`src/rtl/vram_write_arbiter.sv`:
```
// vram_write_arbiter: N-channel arbiter feeding the single VRAM write port (time-slot or round-robin).
// Latency: a transfer in cycle T appears on addr/dwrite/wr/grant_id in cycle T+1.
// Backpressure: ch_ready is combinational and at most one-hot. Optional macro VRAM_ARB_PRIO0_EN gives ch0 strict priority in round-robin mode.
module vram_write_arbiter #(
   parameter int N_CH     = 4,
   parameter int ADDR_W   = 19,
   parameter int DATA_W   = 16,
   parameter int SLOT_LEN = 64
) (
   input  logic                     clk,
   input  logic                     rstn,
   input  logic                     mode,
   input  logic                     frame_sync,
   input  logic [N_CH-1:0]          ch_valid,
   input  logic [N_CH*ADDR_W-1:0]   ch_addr,
   input  logic [N_CH*DATA_W-1:0]   ch_dwrite,
   input  logic [N_CH-1:0]          ch_wr,
   output logic [N_CH-1:0]          ch_ready,
   output logic [ADDR_W-1:0]        addr,
   output logic [DATA_W-1:0]        dwrite,
   output logic                     wr,
   output logic [$clog2(N_CH)-1:0]  grant_id
);

   localparam int ID_W  = $clog2(N_CH);
   localparam int CNT_W = (SLOT_LEN > 1) ? $clog2(SLOT_LEN) : 1;

   logic [ADDR_W-1:0] r_addr;
   logic [DATA_W-1:0] r_dwrite;
   logic              r_wr;
   logic [ID_W-1:0]   r_grant_id;
   logic [ID_W-1:0]   r_rr_ptr;
   logic [CNT_W-1:0]  r_slot_cnt;
   logic [ID_W-1:0]   r_slot_owner;
   logic              r_mode;

   logic [N_CH-1:0]   w_ready;
   logic [ID_W-1:0]   w_gidx;
   logic [ID_W:0]     w_cand;
   logic              w_found;
   logic              w_prio;
   logic              w_xfer;

   // Pick the granted channel: slot owner in time-slot mode, first requester from rr_ptr in round-robin.
   always_comb begin
      w_ready = '0;
      w_gidx  = '0;
      w_cand  = '0;
      w_found = 1'b0;
      w_prio  = 1'b0;
      if (rstn) begin
         if (!r_mode) begin
            // Owner gets ready regardless of valid so slot timing stays deterministic.
            w_ready[r_slot_owner] = 1'b1;
            w_gidx                = r_slot_owner;
         end else begin
`ifdef VRAM_ARB_PRIO0_EN
            if (ch_valid[0]) begin
               w_found = 1'b1;
               w_prio  = 1'b1;
            end
`endif
            for (int off = 0; off < N_CH; off++) begin
               w_cand = {1'b0, r_rr_ptr} + (ID_W+1)'(off);
               if (w_cand >= (ID_W+1)'(N_CH)) begin
                  w_cand = w_cand - (ID_W+1)'(N_CH);
               end
               if (!w_found && ch_valid[w_cand[ID_W-1:0]]) begin
                  w_found = 1'b1;
                  w_gidx  = w_cand[ID_W-1:0];
               end
            end
            if (w_found) begin
               w_ready[w_gidx] = 1'b1;
            end
         end
      end
   end

   assign w_xfer   = |(ch_valid & w_ready);
   assign ch_ready = w_ready;

   // Register the VRAM command and advance slot / round-robin state.
   always_ff @(posedge clk) begin
      if (!rstn) begin
         r_addr       <= '0;
         r_dwrite     <= '0;
         r_wr         <= 1'b0;
         r_grant_id   <= '0;
         r_rr_ptr     <= '0;
         r_slot_cnt   <= '0;
         r_slot_owner <= '0;
         r_mode       <= mode;
      end else begin
         r_wr <= w_xfer & ch_wr[w_gidx];
         if (w_xfer) begin
            r_addr     <= ch_addr[w_gidx*ADDR_W +: ADDR_W];
            r_dwrite   <= ch_dwrite[w_gidx*DATA_W +: DATA_W];
            r_grant_id <= w_gidx;
         end
         r_mode <= mode;
         if (mode != r_mode) begin
            // Fresh start for whichever mode takes over next cycle.
            r_slot_cnt   <= '0;
            r_slot_owner <= '0;
            r_rr_ptr     <= '0;
         end else begin
            if (frame_sync) begin
               r_slot_cnt   <= '0;
               r_slot_owner <= '0;
            end else if (r_slot_cnt == CNT_W'(SLOT_LEN-1)) begin
               r_slot_cnt   <= '0;
               r_slot_owner <= (r_slot_owner == ID_W'(N_CH-1)) ? '0 : r_slot_owner + ID_W'(1);
            end else begin
               r_slot_cnt   <= r_slot_cnt + CNT_W'(1);
            end
            // A priority grant to ch0 leaves the rotation where it was.
            if (r_mode && w_xfer && !w_prio) begin
               r_rr_ptr <= (w_gidx == ID_W'(N_CH-1)) ? '0 : w_gidx + ID_W'(1);
            end
         end
      end
   end

   assign addr     = r_addr;
   assign dwrite   = r_dwrite;
   assign wr       = r_wr;
   assign grant_id = r_grant_id;

endmodule

```
`config.mk`:
```
export PLATFORM = sky130hd
export DESIGN_NAME = vram_write_arbiter
export DESIGN_NICKNAME = d
export VERILOG_FILES = /design/src/rtl/vram_write_arbiter.sv
export SDC_FILE = /design/constraint.sdc
export NUM_CORES = 1
export LEC_CHECK = 0
export BUFFER_PORTS_ARGS = -buffer_cell sky130_fd_sc_hd__buf_2
export CAP_MARGIN = 15
export CORE_MARGIN = 3
export CORE_UTILIZATION = 45
export CTS_CLUSTER_DIAMETER = 200
export DETAILED_ROUTE_END_ITERATION = 8
export PLACE_DENSITY_LB_ADDON = 0.3
export RECOVER_POWER = 50
export SLEW_MARGIN = 10
export SYNTH_ARGS = -nofsm -noshare
export SYNTH_HDL_FRONTEND = slang
export SYNTH_SLANG_ARGS = --single-unit
```
`constraint.sdc`:
```
create_clock -name clk -period 2.4 [get_ports clk]
set_input_delay 0.24 -clock clk [delete_from_list [all_inputs] [get_ports clk]]
set_output_delay 0.24 -clock clk [all_outputs]
set_load 0.005 [all_outputs]
```
### Word level (Yosys, flattened, before mapping)

Index checks and enable logic that the tools add are counted.

| word-level totals | value |
|---|---|
| flip-flop bits (word level) | 49 |
| input bits | 152 |
| output and inout bits | 42 |
| word-level logic and storage cells | 105 |

| operators by class | value |
|---|---|
| $add $sub $neg | 10 |
| multipliers | 1 |
| order comparisons | 13 |
| equal/unequal tests | 4 |
| shift operators | 2 |
| mux-type cells | 51 |
| bitwise logic cells | 3 |
| reduce and logical (&&, ||, !) cells | 13 |

Operators with widths:

| kind | count |
|---|---|
| 76-bit by 8-bit variable part select with 19-bit output | 1 |
| 64-bit by 7-bit variable part select with 16-bit output | 1 |
| 2-bit 2-to-1 mux | 22 |
| 2-bit by 3-bit < comparator with 1-bit output, second input constant | 7 |
| 1-bit 2-to-1 mux | 19 |
| 4-bit 2-to-1 mux | 3 |
| 1-bit binary-select mux with 2-bit select | 5 |
| 3-bit >= comparator, second input constant | 3 |
| 4-bit OR reduction | 2 |
| 2-bit by 1-bit subtractor with 2-bit output, second input constant | 4 |
| 2-bit by 5-bit multiplier with 7-bit output, second input constant | 1 |
| 2-bit by 2-bit adder with 3-bit output, second input constant | 2 |
| 6-bit by 1-bit adder with 6-bit output, second input constant | 1 |
| 6-bit == test, second input constant | 1 |
| 1-bit logical AND | 6 |
| 2-bit by 1-bit adder with 2-bit output, second input constant | 2 |
| 4-bit bitwise AND | 1 |
| 1-bit demux with 2-bit select | 2 |
| 2-bit == test, second input constant | 2 |
| 2-bit by 1-bit >= comparator with 1-bit output, second input constant | 2 |
| 2-bit by 1-bit adder with 3-bit output, second input constant | 1 |
| 2-bit by 3-bit >= comparator with 1-bit output, second input constant | 1 |
| 1-bit logical NOT | 3 |
| 3-bit OR reduction | 1 |
| other kinds (4) | 4 |

### Depth between registers and ports, before layout

| logic depth | value |
|---|---|
| depth in word-level cells | 34 |
| mapped depth | 8 |
| gate-level depth less buffers | 6 |

### Worst setup path after synthesis

No wires, ideal clock.

| path | value |
|---|---|
| path kind | reg2reg |
| from | register r_rr_ptr[0] |
| to | register r_addr[8] (netlist: addr[8]) |
| setup time | 0.147 ns |
| arrival time | 1.957 ns |
| required time | 2.253 ns |
| path slack | 0.296 ns |
| stages on the path, launching flop included | 9 |
| clock period less this slack | 2.104 ns |
| cells stage by stage | dfxtp_1 nor2b_1 o211a_1 buf_2 or4_1 buf_4 buf_6 a2111oi_2 a221oi_1 |

| between the ends | value |
|---|---|
| word-level cells in the longest chain between the ends | 33 |

Ends and longest elaborated chain:

| item | RTL line | text |
|---|---|---|
| start: declaration | 32 | `logic [ID_W-1:0] r_rr_ptr;` |
| start signal: assignment | 119 | `r_rr_ptr <= (w_gidx == ID_W'(N_CH-1)) ? '0 : w_gidx + ID_W'(1);` |
| branches (longest 33 deep; another with 2-bit by 3-bit >= comparator with 1-bit output) | -- |  |
| end signal: assignment | 97 | `r_addr <= ch_addr[w_gidx*ADDR_W +: ADDR_W];` |
| end: declaration | 28 | `logic [ADDR_W-1:0] r_addr;` |

Several ways; the timed one is not identified. The select of a mux whose other input is x is not followed.
A chain may end at the register's enable or synchronous reset.

### Worst setup path in the final report

| path | value |
|---|---|
| from | register r_rr_ptr[1] |
| to | output port ch_ready[1] |

| between the ends | value |
|---|---|
| word-level cells in the longest chain between the ends | 31 |

Ends and longest elaborated chain:

| item | RTL line | text |
|---|---|---|
| 2-bit by 3-bit >= comparator with 1-bit output or 2-bit by 1-bit subtractor with 2-bit output (tied branches) | 65, 66 |  |
| 2-bit 2-to-1 mux | 65 | `if (w_cand >= (ID_W+1)'(N_CH)) begin` |
| 2-bit 2-to-1 mux | 52 | `if (!r_mode) begin` |
| 2-bit 2-to-1 mux | 51 | `if (rstn) begin` |
| 1-bit binary-select mux with 2-bit select | 68 | `if (!w_found && ch_valid[w_cand[ID_W-1:0]]) begin` |
| 1-bit 2-to-1 mux (implied by the code) | 68 |  |
| 1-bit 2-to-1 mux | 68 |  |
| 1-bit 2-to-1 mux | 52 |  |
| (+15 left out) | -- |  |
| 2-bit 2-to-1 mux | 51 |  |
| 2-bit by 3-bit < comparator with 1-bit output (implied by the code) or 2-bit by 1-bit >= comparator with 1-bit output (tied branches) | 74 | `w_ready[w_gidx] = 1'b1;` |
| 1-bit logical AND (implied by the code) | 74 |  |
| 1-bit 2-to-1 mux (implied by the code) | 74 |  |
| 1-bit demux with 2-bit select | 74 |  |
| 4-bit 2-to-1 mux * | 73 | `if (w_found) begin` |
| 4-bit 2-to-1 mux * | 52 |  |
| 4-bit 2-to-1 mux * | 51 |  |
| end: declaration | 18 | `output logic [N_CH-1:0] ch_ready,` |

Every way passes the cells marked *; elsewhere a longest branch is shown, timed or not. The select of a mux whose other input is x is not followed.

==> flow_summary.ini <==
[status]
outcome = finished with violations
violations = setup timing

[worst_setup_path]
rr_endpoint = addr[7]
critPathRequiredTime_ps = 2160
worstPathMaxFanout = 6
crit_type = register to output pin
crit_family = simple AND/OR/NAND/NOR gates
crit_path_end_kind = output pin
r2r_setup_slack_ps = 140
start_kind = register
cp_slowest_stage_delay_ps = 530
r2r_start = r_mode
path_buf_inv = 1
r2r_cells = 6
crit_chain = mux2i_2 > nor2_2 > or3_4 > or4_4 > a21oi_2 > buf_2
crit_arrival_ps = 2170
cpMaxStageDelayCell = or4_4

[clocking]
root_buffer = clkbuf_8
cts_buffers = 5
htreeDepth = 2
clkLatencyLatePin_ps = 300
cts.clk_slew.worst_paths_ps = 90
clockBufferDepth = 2
hold_buffers = 0
clock_sinks = 49
tritoncts = built

[timing]
setup_ws_ps = -14.2
slew_viol_final = 0
fmax_ghz = 0.414
max_slew_margin = 0.579
fin_crit_ps = 2410
tightest_slew_ps = 630
fin_crit_sh = 1.01
setup_viol = 1
setup-tns-final_ps = -14.2
hold_viol = 0
finalClockSkew_ps = 9.43
holdWs_ps = 182
rsz0062_at_grt = yes

[floorplanning]
die_area_mm2 = 0.00889
rows = 31
ios = 194
core_area_mm2 = 0.00741
die_w_um = 94.3
floorplan.initialDensity = 0.473
die_h_um = 94.3

[cells_and_area]
diodes = 0
final_common_cell = buf_2
final_area_mm2 = 0.00470
area_growth_pct = 34.1
fin_nets = 734
layout_common_cells = buf_2, nand2_1, dfxtp_1
drive_above_1_share = 0.415

[global_route]
grt_usage = 0.243
overflow = 0
grt_max_degree = 51
antenna_found_initial = 0
grt_pass1_vias = 3720
grt_pass1_wl_mm = 17.4

[hold_path]
holdPathEnd = r_mode
hold_depth = 1
hp-start = mode
hp-class = input pin to register

[synth]
synthesis.nets = 561
avgSynthCellArea_um2 = 8.68
syn_inst = 404
ys.flop_type = dfxtp_1
synth_warnings = 0
synth-seq-cells = 49
yosysSeqAreaShare = 0.280
synth_area_mm2 = 0.00351
synth_cell_types = 44
async_reset_ff_frac = 0
synth_edf_count = 0

[pwr]
power_mw = 2.21
power.density_mw_per_mm2 = 471
ir_drop_uv = 341
p_leak_nw = 2.07

[detailed_routing]
dr_total_vias = 4008
first_iter_violations = 197
dr.pass1.iters = 5
drcViolationCount = 0
wirelength_mm = 11.9
wire_per_inst_um = 17.6
viasPerCell = 5.92
ant_nets = 0

[run]
drv_cap = 0

[placement]
dp_hpwl_mm = 8.59
gp_congestion = 0.958
io_buffers = 193
dpl_cell_area_mm2 = 0.00457
## state kept, by name, summed over array words and instances, names as in the netlist
name / cells
grant_id: 2
addr: 19
wr: 1
r_slot_cnt: 6
r_mode: 1
r_rr_ptr: 2
r_slot_owner: 2
dwrite: 16
## layout make-up
class,count,area (µm²)
clock buffers,6,72.6
clock inverters,2,38.8
fillers,702,2700
inverters,7,26.3
multi-input cells,305,2350
flip-flops and latches,49,985
well taps,99,124
repair buffers,209,1110
## cell usage after synthesis (all sizes together), types with 2 or more instances
cell      n  area (µm²)
nand2    83         312
dfxtp    49         981
mux2i    36         360
nor4     36         225
a2111oi  35         526
a221oi   35         307
clkbuf   28         106
buf      16         128
nor2     16        60.1
a21oi     8        40.0
inv       7        26.3
nand3     6        30.0
nor2b     6        40.0
ha        5        62.6
xnor2     5        43.8
o21ai     4        20.0
a21boi    3        22.5
or4       3        22.5
a22oi     2        15.0
nand2b    2        12.5
nor3      2        10.0
o211a     2        20.0
or2       2        12.5
## worst max path at each step
stage	slack (ps)	to	depth (start not counted)	from
after detailed placement	130	dwrite[12]	7	ch_valid[2]
final	-10	ch_ready[1]	6	r_rr_ptr[1]
after global routing	-120	ch_ready[1]	6	r_rr_ptr[1]
after CTS	7	ch_ready[1]	6	r_rr_ptr[1]
after floorplan	300	addr[8]	8	r_rr_ptr[0]
after global placement	150	addr[6]	7	ch_valid[2]
## metal layers
| metal | wire length, µm | global-route usage | vias to the layer above | part of all wire |
|---|---|---|---|---|
| met1 | 4490 | 0.294 | 1858 | 0.38 |
| met5 | 0 | 0 | - | 0 |
| met4 | 261 | 0.0806 | 0 | 0.022 |
| li1 | - | - | 1912 | - |
| met3 | 1100 | 0.0417 | 22 | 0.092 |
| met2 | 6060 | 0.433 | 216 | 0.51 |
## through the flow
step,setup slack (ps),utilization,cells
after global routing,-123,0.635,677
final,-14.2,0.635,677
after detailed placement,125,0.616,667
after floorplan,296,-,404
after CTS,6.93,0.634,676
after global placement,146,0.616,667
## kinds of logic after synthesis
logic type / Yosys count / share of synthesized area
DFF: 49 / 0.280
adders and majority gates: 5 / 0.0178
xor gates and xnor gates: 6 / 0.0150
and+or+nand+nor: 159 / 0.212
buffers and inverters: 51 / 0.0742
AOI/OAI and AO/OA: 97 / 0.292
muxes: 37 / 0.109
## power by group
group	internal (mW)	switching, mW
logic	0.297	0.365
clock network	0.314	0.292
registers	0.898	0.0486
## what timing repair did
action,CTS,global route
setup buffers,1,0
pin swaps,2,1
gates cloned,0,1
gates resized for setup,5,7
endpoints found under the setup margin,1,35
No activity file was read; power rests on OpenSTA's default activity.
